===== config.mk =====
export PLATFORM = sky130hd
export DESIGN_NAME = mem_port_arbiter
export DESIGN_NICKNAME = d
export VERILOG_FILES = /design/src/rtl/mem_port_arbiter.sv
export SDC_FILE = /design/constraint.sdc
export NUM_CORES = 1
export LEC_CHECK = 0
export ABC_AREA = 1
export CAP_MARGIN = 5
export CORE_AREA = 2 2 134 136
export DETAILED_ROUTE_END_ITERATION = 10
export DIE_AREA = 0 0 136 138
export GPL_ROUTABILITY_DRIVEN = 1
export PLACE_DENSITY_LB_ADDON = 0.2
export RECOVER_POWER = 25
export SLEW_MARGIN = 20
export SYNTH_ARGS = -nofsm -noshare
export SYNTH_HDL_FRONTEND = slang
export SYNTH_SLANG_ARGS = --single-unit

===== constraint.sdc =====
create_clock -name clk -period 4 [get_ports clk]
set_input_delay 0.8 -clock clk [delete_from_list [all_inputs] [get_ports clk]]
set_output_delay 0.8 -clock clk [all_outputs]
set_load 0.1 [all_outputs]

===== src/rtl/mem_port_arbiter.sv =====
// Three-requester memory port arbiter (R0 load/store, R1 fetch, R2 DMA), one transaction in flight.
// Optional BUSY timeout abort is compiled in with `define MEM_TIMEOUT_EN.
module mem_port_arbiter #(
    parameter int ADDR_W         = 32,
    parameter int DATA_W         = 32,
    parameter int STARVE_LIMIT   = 8,
    parameter int TIMEOUT_CYCLES = 64
) (
    input  logic              clk,
    input  logic              rst_n,

    input  logic              i_r0_req,
    input  logic              i_r0_we,
    input  logic [ADDR_W-1:0] i_r0_addr,
    input  logic [DATA_W-1:0] i_r0_wdata,
    output logic              o_r0_gnt,
    output logic              o_r0_rvalid,
    output logic              o_r0_err,

    input  logic              i_r1_req,
    input  logic              i_r1_we,
    input  logic [ADDR_W-1:0] i_r1_addr,
    input  logic [DATA_W-1:0] i_r1_wdata,
    output logic              o_r1_gnt,
    output logic              o_r1_rvalid,
    output logic              o_r1_err,

    input  logic              i_r2_req,
    input  logic              i_r2_we,
    input  logic [ADDR_W-1:0] i_r2_addr,
    input  logic [DATA_W-1:0] i_r2_wdata,
    output logic              o_r2_gnt,
    output logic              o_r2_rvalid,
    output logic              o_r2_err,

    output logic [DATA_W-1:0] o_rdata,

    output logic              o_mem_req,
    output logic              o_mem_we,
    output logic [ADDR_W-1:0] o_mem_addr,
    output logic [DATA_W-1:0] o_mem_wdata,
    input  logic              i_mem_ready,
    input  logic [DATA_W-1:0] i_mem_rdata,

    output logic              o_busy,
    output logic [1:0]        o_state
);

    // Handshake: a requester holds req with stable we/addr/wdata until its gnt pulse (the cycle
    // the fields are captured); rvalid pulses once when its transaction ends, err alongside it.
    // On the memory side mem_req stays high with stable fields until mem_ready is seen in BUSY.

    typedef enum logic [1:0] {
        S_IDLE = 2'd0,
        S_BUSY = 2'd1,
        S_DONE = 2'd2
    } state_t;

    localparam int WAIT_W = $clog2(STARVE_LIMIT + 1);

    state_t              r_state;
    state_t              w_state_nxt;
    logic [1:0]          r_owner;
    logic [WAIT_W-1:0]   r_wait1;
    logic [WAIT_W-1:0]   r_wait2;
    logic [ADDR_W-1:0]   r_mem_addr;
    logic [DATA_W-1:0]   r_mem_wdata;
    logic                r_mem_we;
    logic [DATA_W-1:0]   r_rdata;

    logic                w_idle;
    logic                w_prom1;
    logic                w_prom2;
    logic [2:0]          w_gnt;
    logic [1:0]          w_sel_id;
    logic                w_sel_we;
    logic [ADDR_W-1:0]   w_sel_addr;
    logic [DATA_W-1:0]   w_sel_wdata;
    logic                w_timeout;
    logic                w_done0;
    logic                w_done1;
    logic                w_done2;

    assign w_idle  = (r_state == S_IDLE);
    // A counter left at the limit from a previous cycle must not promote a dropped request.
    assign w_prom1 = i_r1_req && (r_wait1 == WAIT_W'(STARVE_LIMIT));
    assign w_prom2 = i_r2_req && (r_wait2 == WAIT_W'(STARVE_LIMIT));

    always_comb begin
        w_gnt = 3'b000;
        if (w_idle) begin
            if (w_prom1)       w_gnt = 3'b010;
            else if (w_prom2)  w_gnt = 3'b100;
            else if (i_r0_req) w_gnt = 3'b001;
            else if (i_r1_req) w_gnt = 3'b010;
            else if (i_r2_req) w_gnt = 3'b100;
        end
    end

    always_comb begin
        w_sel_id    = 2'd0;
        w_sel_we    = i_r0_we;
        w_sel_addr  = i_r0_addr;
        w_sel_wdata = i_r0_wdata;
        if (w_gnt[1]) begin
            w_sel_id    = 2'd1;
            w_sel_we    = i_r1_we;
            w_sel_addr  = i_r1_addr;
            w_sel_wdata = i_r1_wdata;
        end else if (w_gnt[2]) begin
            w_sel_id    = 2'd2;
            w_sel_we    = i_r2_we;
            w_sel_addr  = i_r2_addr;
            w_sel_wdata = i_r2_wdata;
        end
    end

    always_comb begin
        w_state_nxt = r_state;
        case (r_state)
            S_IDLE:  if (|w_gnt) w_state_nxt = S_BUSY;
            S_BUSY:  if (i_mem_ready || w_timeout) w_state_nxt = S_DONE;
            S_DONE:  w_state_nxt = S_IDLE;
            default: w_state_nxt = S_IDLE;
        endcase
    end

    always_ff @(posedge clk or negedge rst_n) begin
        if (!rst_n) r_state <= S_IDLE;
        else        r_state <= w_state_nxt;
    end

    always_ff @(posedge clk or negedge rst_n) begin
        if (!rst_n) begin
            r_owner     <= 2'd0;
            r_mem_we    <= 1'b0;
            r_mem_addr  <= '0;
            r_mem_wdata <= '0;
        end else if (w_idle && (|w_gnt)) begin
            r_owner     <= w_sel_id;
            r_mem_we    <= w_sel_we;
            r_mem_addr  <= w_sel_addr;
            r_mem_wdata <= w_sel_wdata;
        end
    end

    // Normal completion takes precedence over a timeout landing on the same cycle.
    always_ff @(posedge clk or negedge rst_n) begin
        if (!rst_n) begin
            r_rdata <= '0;
        end else if (r_state == S_BUSY) begin
            if (i_mem_ready)    r_rdata <= i_mem_rdata;
            else if (w_timeout) r_rdata <= '0;
        end
    end

    always_ff @(posedge clk or negedge rst_n) begin
        if (!rst_n) begin
            r_wait1 <= '0;
            r_wait2 <= '0;
        end else begin
            if (!i_r1_req || w_gnt[1])                r_wait1 <= '0;
            else if (r_wait1 != WAIT_W'(STARVE_LIMIT)) r_wait1 <= r_wait1 + WAIT_W'(1);
            if (!i_r2_req || w_gnt[2])                r_wait2 <= '0;
            else if (r_wait2 != WAIT_W'(STARVE_LIMIT)) r_wait2 <= r_wait2 + WAIT_W'(1);
        end
    end

    assign w_done0 = (r_state == S_DONE) && (r_owner == 2'd0);
    assign w_done1 = (r_state == S_DONE) && (r_owner == 2'd1);
    assign w_done2 = (r_state == S_DONE) && (r_owner == 2'd2);

`ifdef MEM_TIMEOUT_EN
    localparam int TO_W = $clog2(TIMEOUT_CYCLES + 1);

    logic [TO_W-1:0] r_to_cnt;
    logic            r_err;

    // r_to_cnt counts completed BUSY cycles; the limit fires in the last allowed BUSY cycle.
    assign w_timeout = (r_state == S_BUSY) && !i_mem_ready &&
                       (r_to_cnt == TO_W'(TIMEOUT_CYCLES - 1));

    always_ff @(posedge clk or negedge rst_n) begin
        if (!rst_n)                 r_to_cnt <= '0;
        else if (r_state != S_BUSY) r_to_cnt <= '0;
        else if (!w_timeout)        r_to_cnt <= r_to_cnt + TO_W'(1);
    end

    always_ff @(posedge clk or negedge rst_n) begin
        if (!rst_n)                   r_err <= 1'b0;
        else if (w_idle && (|w_gnt))  r_err <= 1'b0;
        else if (r_state == S_BUSY)   r_err <= w_timeout;
    end

    assign o_r0_err = w_done0 && r_err;
    assign o_r1_err = w_done1 && r_err;
    assign o_r2_err = w_done2 && r_err;
`else
    logic w_unused_timeout;

    assign w_timeout        = 1'b0;
    assign w_unused_timeout = ^TIMEOUT_CYCLES;
    assign o_r0_err         = 1'b0;
    assign o_r1_err         = 1'b0;
    assign o_r2_err         = 1'b0;
`endif

    assign o_r0_gnt    = w_gnt[0];
    assign o_r1_gnt    = w_gnt[1];
    assign o_r2_gnt    = w_gnt[2];
    assign o_r0_rvalid = w_done0;
    assign o_r1_rvalid = w_done1;
    assign o_r2_rvalid = w_done2;
    assign o_rdata     = r_rdata;
    assign o_mem_req   = (r_state == S_BUSY);
    assign o_mem_we    = r_mem_we;
    assign o_mem_addr  = r_mem_addr;
    assign o_mem_wdata = r_mem_wdata;
    assign o_busy      = (r_state != S_IDLE);
    assign o_state     = r_state;

endmodule


After elaboration in Yosys (flattened, before gate mapping)
Cells that the tools add are included.
{"block": "op_classes", "add_sub_neg": 2, "reduce_logical": 18, "n_eq_ne": 10, "muxes": 21}
{"op": "$mux W32", "count": 4}
{"op": "$mux W3", "count": 6}
{"op": "$mux W4", "count": 4}
{"op": "$add A4 B1 Y4 const B", "count": 2}
{"op": "$eq A4 B4 Y1 const B", "count": 2}
{"op": "$mux W2", "count": 4}
{"op": "$ne A4 B4 Y1 const B", "count": 2}
{"op": "$logic_and A1 B1 Y1", "count": 6}
{"op": "$reduce_bool A2 Y1", "count": 3}
{"op": "$eq A2 B1 Y1 const B", "count": 2}
{"op": "$eq A2 B2 Y1 const B", "count": 2}
{"op": "$logic_not A2 Y1", "count": 2}
{"op": "$ne A2 B1 Y1 const B", "count": 2}
{"op": "$pmux W2 S2", "count": 1}
{"op": "$reduce_and A2 Y1", "count": 2}
{"op": "$reduce_or A3 Y1", "count": 1}
{"op": "$logic_not A1 Y1", "count": 2}
{"op": "$logic_or A1 B1 Y1", "count": 2}
{"op": "$mux W1", "count": 2}
{"block": "totals", "out_inout_bits": 110, "inputBits": 233, "wordCells": 59, "reg_bits": 109}

Longest topological paths before layout
Gate-level depths: netlist (run 1).
{"block": "depth", "depth_word": 9, "mapped_depth": 13, "mapped_depth_nobuf": 11}

Worst setup path after synthesis (run 1)
OpenSTA, ideal clock, no wires.
{"block": "synth_path", "kind": "register to output", "start": "reg r_state[1], in the netlist o_state[1]", "end": "out o_r0_rvalid", "n_path_buf": 0, "slack_ns": 0.000, "path_stages_with_launch": 3, "required_time_ns": 3.200, "arrival_time_ns": 3.200, "path_cell_list": "dfrtp_1 > nand2_1 > nor3_1"}
{"block": "synth_between", "elab_chain_cells": 2}
{"item": "from (decl)", "line": "61", "rtl": "state_t r_state;"}
{"item": "from (signal assigned)", "line": "130", "rtl": "else r_state <= w_state_nxt;"}
{"item": "$eq A2 B2 Y1", "line": "169", "rtl": "assign w_done0 = (r_state == S_DONE) && (r_owner == 2'd0);"}
{"item": "$logic_and A1 B1 Y1", "line": "169"}
{"item": "to (decl)", "line": "17", "rtl": "output logic o_r0_rvalid,"}
Every way passes these cells.

Worst setup path after layout (run 1)
{"block": "layout_path", "start": "in i_r2_req", "end": "out o_r1_gnt"}
{"block": "layout_between", "elab_chain_cells": 4}
{"item": "from (decl)", "line": "28", "rtl": "input logic i_r2_req,"}
{"item": "$logic_and A1 B1 Y1", "line": "87", "rtl": "assign w_prom2 = i_r2_req && (r_wait2 == WAIT_W'(STARVE_LIMIT));"}
{"item": "$mux W3", "line": "93", "rtl": "else if (w_prom2) w_gnt = 3'b100;"}
{"item": "$mux W3", "line": "92", "rtl": "if (w_prom1) w_gnt = 3'b010;"}
{"item": "$mux W3", "line": "91", "rtl": "if (w_idle) begin"}
{"item": "to (decl)", "line": "24", "rtl": "output logic o_r1_gnt,"}
Every way passes these cells.

==> results of run 1 <==
-- power by group through the flow --
stage	clock network (mW)	registers [mW]	logic, mW
detailed placement	0	1.88	6.55
floorplan	0	5.35	1.34
global route	0.947	1.94	6.79
CTS	0.908	1.88	6.56
global placement	0	1.88	6.51
finish	0.873	1.88	6.50
-- synthesized netlist by cell type, drive strengths merged --
master | instances | area (um^2)
buf | 39 | 231
o31ai | 1 | 7.51
nand4 | 1 | 6.26
o211ai | 1 | 7.51
xnor2 | 2 | 17.5
nor3 | 4 | 20.0
nor2 | 11 | 51.3
clkbuf | 23 | 86.3
nand3b | 36 | 270
nand3 | 198 | 996
dfrtp | 109 | 2730
inv | 49 | 184
o21ai | 4 | 20.0
conb | 1 | 3.75
xor2 | 2 | 17.5
nand2 | 343 | 1290
ha | 4 | 50.1
-- path summary, 6_finish.rpt --
| kind | startpoint | end | slack, ns | cells after the start |
|---|---|---|---|---|
| setup / recovery | i_r2_req | o_r1_gnt | 0.86 | 7 |
| hold / removal | o_rdata[17] | o_rdata[17] | 0.48 | 2 |
| setup reg to reg | o_state[0] | r_owner[1] | 1.41 | 8 |
| hold reg to reg | o_rdata[17] | o_rdata[17] | 0.48 | 2 |
| max in group asynchronous | rst_n | o_mem_addr[7] | 1.02 | 2 |
| min in group asynchronous | rst_n | o_mem_addr[17] | 0.77 | 1 |
-- worst max-delay path: cells and delay by family --
kind | cells | cell delay (ns)
buffers and inverters | 3 | 0.86
AND/OR/NAND/NOR | 4 | 0.67
-- area by class of cell --
type | instances | area (um^2)
clock buffers | 10 | 239
well taps | 229 | 287
clock inverters | 5 | 35.0
fillers | 1693 | 7790
inverters | 49 | 184
multi-input cells | 610 | 2770
flip-flops and latches | 109 | 2730
repair buffers | 349 | 3500
-- sequential cells by signal, summed over array words and instances (netlist names) --
name         flops
o_rdata         32
r_wait2          4
o_mem_we         1
o_mem_addr      32
r_wait1          4
o_state          2
o_mem_wdata     32
r_owner          2
-- routing by layer --
layer / GRT usage / up-vias / wire (um)
li1: - / 3231 / -
met1: 0.299 / 3031 / 9430
met2: 0.387 / 275 / 10700
met3: 0.0609 / 40 / 1890
met4: 0.0784 / 0 / 603
met5: 0 / - / 0
-- metrics by stage --
step | utilization | cells
2_1_floorplan | - | 830
3_3_place_gp | 0.541 | 1346
3_5_place_dp | 0.541 | 1346
4_1_cts | 0.557 | 1361
5_1_grt | 0.556 | 1361
6_report | 0.556 | 1361
-- logic make-up (layout without fill, tap and decap cells) --
family / Yosys count / in the layout / synth area share
compound gates: 6 / 6 / 0.00585
xor+xnor: 4 / 4 / 0.00585
fa+ha+maj: 4 / 4 / 0.00835
buf+inv: 111 / 413 / 0.0837
flops: 109 / 109 / 0.455
other cells: 1 / 3 / 0.000626
simple gates: 593 / 593 / 0.440
==> flow_metrics.tcl, run 1 <==
set metrics [dict create \
    htreeDepth 3 \
    drv_cap 0 \
    p_switching_mw 5.77 \
    combPwrFrac 0.703 \
    drt_iter0_markers 278 \
    final_area_um2 9750 \
    setup_viol 0 \
    maxSlewViolCount 0 \
    routedWlPerCell_um 16.6 \
    path_clk_slew_ns 0.07 \
    worstHoldPathType "reg2reg" \
    diodes 0 \
    cp_slowest_cell "clkdlybuf4s50_1" \
    timing.final.crit_period_ns 3.14 \
    hold_violations 0 \
    cp_data_arrival_time_ns 2.34 \
    place_congestion 0.822 \
    cp_max_fo 12 \
    synth_seq_area_share 0.455 \
    drtAntennaViolNets 0 \
    worstSkewPairLatency_ns 0.35 \
    worstMarginPinSlew_ns 1.48 \
    path_cells "clkdlybuf4s50_1 -> nand4_1 -> nand2_1 -> nand2_2 -> nand2_2 -> inv_1 -> buf_12" \
    cts_resized 0 \
    rsz0062_at_grt "false" \
    crit_top_cell "nand2_2" \
    path_class "in2out" \
    grt_use_total 0.235 \
    start_util 0.342 \
    finClkSkew_ns 0.00926 \
    synth_cells 828 \
    yosysWarnings 0 \
    status "completed" \
    die_x_um 136 \
    viasPerCell 4.83 \
    cts_hold_buffers 0 \
    cts_made_buffers 9 \
    p_total_mw 9.25 \
    pre_cts_slack_ns 0.733 \
    dp.final_hpwl_um 15600 \
    layout.nets 1365 \
    p_sw_frac 0.623 \
    detail_route.first_pass.iterations 5 \
    post-cts-setup-buffers 0 \
    synth_area_um2 5990 \
    ys_types 25 \
    cts_tree "built" \
    final_cell_mix "339 x nand2_1, 335 x clkdlybuf4s50_1, 197 x nand3_1" \
    wl_um 22600 \
    clockBufferDepth 2 \
    ioPinCount 343 \
    start_kind "primary input" \
    holdWs_ns 0.480 \
    tns_ns 0 \
    avgSynthCellArea_um2 7.24 \
    cts_root_buf "clkbuf_16" \
    placedInstanceArea_um2 9490 \
    power_density_nw_per_um2 949 \
    fin_ws_ns 0.862 \
    grt_pass1_vias 6250 \
    grt_pass1_wl_um 34700 \
    die_area_um2 18800 \
    cp-end-kind "output pin" \
    cts.sinks 109 \
    p_leak_nw 4.65 \
    seq_power_share 0.203 \
    synthToLayoutAreaGrowth_pct 62.7 \
    power.internal_mw 3.49 \
    die_h_um 138 \
    grt_overflow 0 \
    crit_required_ns 3.20 \
    final_common_cell "nand2_1" \
    rows 49 \
    port_buffers 339 \
    fmax_ghz 0.319 \
    layout-drive-gt1-share 0.0353 \
    grt_max_degree 68 \
    irDropWorstVdd_mv 0.853 \
    vias 6577 \
    fin_crit_sh 0.785 \
    maxSlewHeadroom 0.0128 \
    core_area_um2 17500 \
    drc 0 \
    pwr-share-clk 0.094 \
    critPathMaxStageDelay_ns 0.55 \
    synth_seq_cells 109 \
    antenna_found_initial 0 \
]
(Power assumes the default switching activity.)
==> run 2: changes to the inputs <==
--- a/config.mk
+++ b/config.mk
@@ -7,9 +7,9 @@
 export LEC_CHECK = 0
 export ABC_AREA = 1
 export CAP_MARGIN = 5
-export CORE_AREA = 2 2 134 136
+export CORE_AREA = 2 2 135 137
 export DETAILED_ROUTE_END_ITERATION = 10
-export DIE_AREA = 0 0 136 138
+export DIE_AREA = 0 0 137 139
 export GPL_ROUTABILITY_DRIVEN = 1
 export PLACE_DENSITY_LB_ADDON = 0.2
 export RECOVER_POWER = 25
==> constraint.sdc (replaced) <==
create_clock -name clk -period 2.9 [get_ports clk]
set_input_delay 0.58 -clock clk [delete_from_list [all_inputs] [get_ports clk]]
set_output_delay 0.58 -clock clk [all_outputs]
set_load 0.1 [all_outputs]
==> flow_metrics.tcl, run 2 (same netlist as run 1, synthesis figures left out) <==
set metrics [dict create \
    status "complete, but fails checks" \
    violations "capacitance limit, slew limit" \
    start_kind "primary input" \
    layout-drive-gt1-share 0.143 \
    detail_route.first_pass.iterations 5 \
    crit_required_ns 2.32 \
    maxSlewViolCount 28 \
    rows 49 \
    path_class "in2out" \
    worstHoldPathType "reg2reg" \
    r2r_slack_ns 0.75 \
    final_cell_mix "338 x nand2_1, 231 x clkdlybuf4s50_1, 197 x nand3_1" \
    fin_crit_sh 0.912 \
    r2r_cells 11 \
    viasPerCell 4.77 \
    grt_use_total 0.229 \
    place_congestion 0.802 \
    p_leak_nw 4.85 \
    grt_max_degree 66 \
    final_common_cell "nand2_1" \
    fill_cells 1681 \
    post-cts-setup-buffers 0 \
    seq_area_um2 2730 \
    worstMarginPinSlew_ns 1.85 \
    power_density_nw_per_um2 1310 \
    start_util 0.339 \
    grt_pass1_wl_um 34100 \
    vias 6548 \
    port_buffers 339 \
    cts_root_buf "clkbuf_16" \
    die_h_um 139 \
    diodes 0 \
    clockBufferDepth 2 \
    cp-startpoint "i_r2_req" \
    holdWs_ns 0.481 \
    timing.final.crit_period_ns 2.65 \
    cp-end-kind "output pin" \
    core_area_um2 17700 \
    setup_viol 0 \
    tns_ns 0 \
    cts_made_buffers 9 \
    critPathCapture "o_r1_gnt" \
    fmax_ghz 0.378 \
    cts_resized 0 \
    htreeDepth 3 \
    die_area_um2 19000 \
    timing.rr.start "r_wait2[0]" \
    grt_overflow 0 \
    cp_data_arrival_time_ns 2.07 \
    rsz0062_at_grt "false" \
    synthToLayoutAreaGrowth_pct 61.9 \
    drtAntennaViolNets 0 \
    routedWlPerCell_um 16.2 \
    cts.sinks 109 \
    drt_iter0_markers 373 \
    finClkSkew_ns 0.0104 \
    r2r-end "o_mem_we" \
    antenna_found_initial 0 \
    grt_pass1_vias 6219 \
    cp_max_fo 5 \
    drv_cap 1 \
    ioPinCount 343 \
    dp.final_hpwl_um 16200 \
    wl_um 22300 \
    maxSlewHeadroom -0.235 \
    drc 0 \
    irDropWorstVdd_mv 0.816 \
    die_x_um 137 \
    hold_violations 0 \
    layout.nets 1375 \
    multi_input_area_um2 2810 \
    cts_tree "built" \
    worstSkewPairLatency_ns 0.35 \
    cts_hold_buffers 0 \
    path_clk_slew_ns 0.08 \
]
-- run 2: changes by cell type in the layout (fill, tap and decap cells not counted), moves of 3 or more --
cell / delta
buf_4: +108
clkdlybuf4s50_1: -104
buf_12: +6
nor3_1: -3
-- run 2: worst min path at each step --
stage                              start        endpoint  slack [ns]  depth (start not counted)
after detailed placement     o_rdata[29]     o_rdata[29]        0.47                          2
after global routing      o_mem_wdata[0]  o_mem_wdata[0]        0.51                          2
after CTS                          rst_n     o_rdata[27]        0.18                          1
after floorplan                    rst_n   o_mem_addr[0]        0.28                          0
after global placement       o_rdata[24]     o_rdata[24]        0.46                          2
final                        o_rdata[20]     o_rdata[20]        0.48                          2
-- run 2: layout make-up --
cell class              instances  share of cell area
clock buffers                  10              0.0246
repair buffers                359               0.350
well taps                     229              0.0295
flip-flops and latches        109               0.282
multi-input cells             610               0.289
inverters                      49              0.0197
clock inverters                 6             0.00555
-- run 2: routing by layer --
layer / GRT usage / routed length [um] / vias to the layer above
met5: 0 / 0 / -
met4: 0.0830 / 589 / 0
met2: 0.373 / 10500 / 264
met1: 0.286 / 9050 / 2982
met3: 0.0665 / 2190 / 39
li1: - / - / 3263
-- run 2: through the flow --
step / power, mW / cell area (um^2) / worst slack, ns / cells / utilization
floorplan: 9.27 / 6040 / 0.0277 / 830 / -
global placement: 11.5 / 9410 / 0.269 / 1356 / 0.533
detailed placement: 11.5 / 9410 / 0.243 / 1356 / 0.533
CTS: 12.8 / 9700 / 0.243 / 1372 / 0.550
global route: 13.3 / 9700 / 0.110 / 1372 / 0.549
finish: 12.7 / 9700 / 0.254 / 1372 / 0.549
-- run 2: where the power goes --
group	total [mW]	leakage (nW)	internal, mW	switching, mW
registers	2.62	1.35	2.21	0.406
logic	8.84	3.35	1.85	6.99
clock network	1.22	0.142	0.624	0.591
total	12.7	4.85	4.69	7.99
-- run 2: worst max-delay path, stage by stage --
cell and delay (ns):
clkdlybuf4s50_1 0.51, nand4_1 0.21, nand2_1 0.13, nand2_2 0.08, nand2_2 0.21, clkinvlp_4 0.15
buf_12 0.18
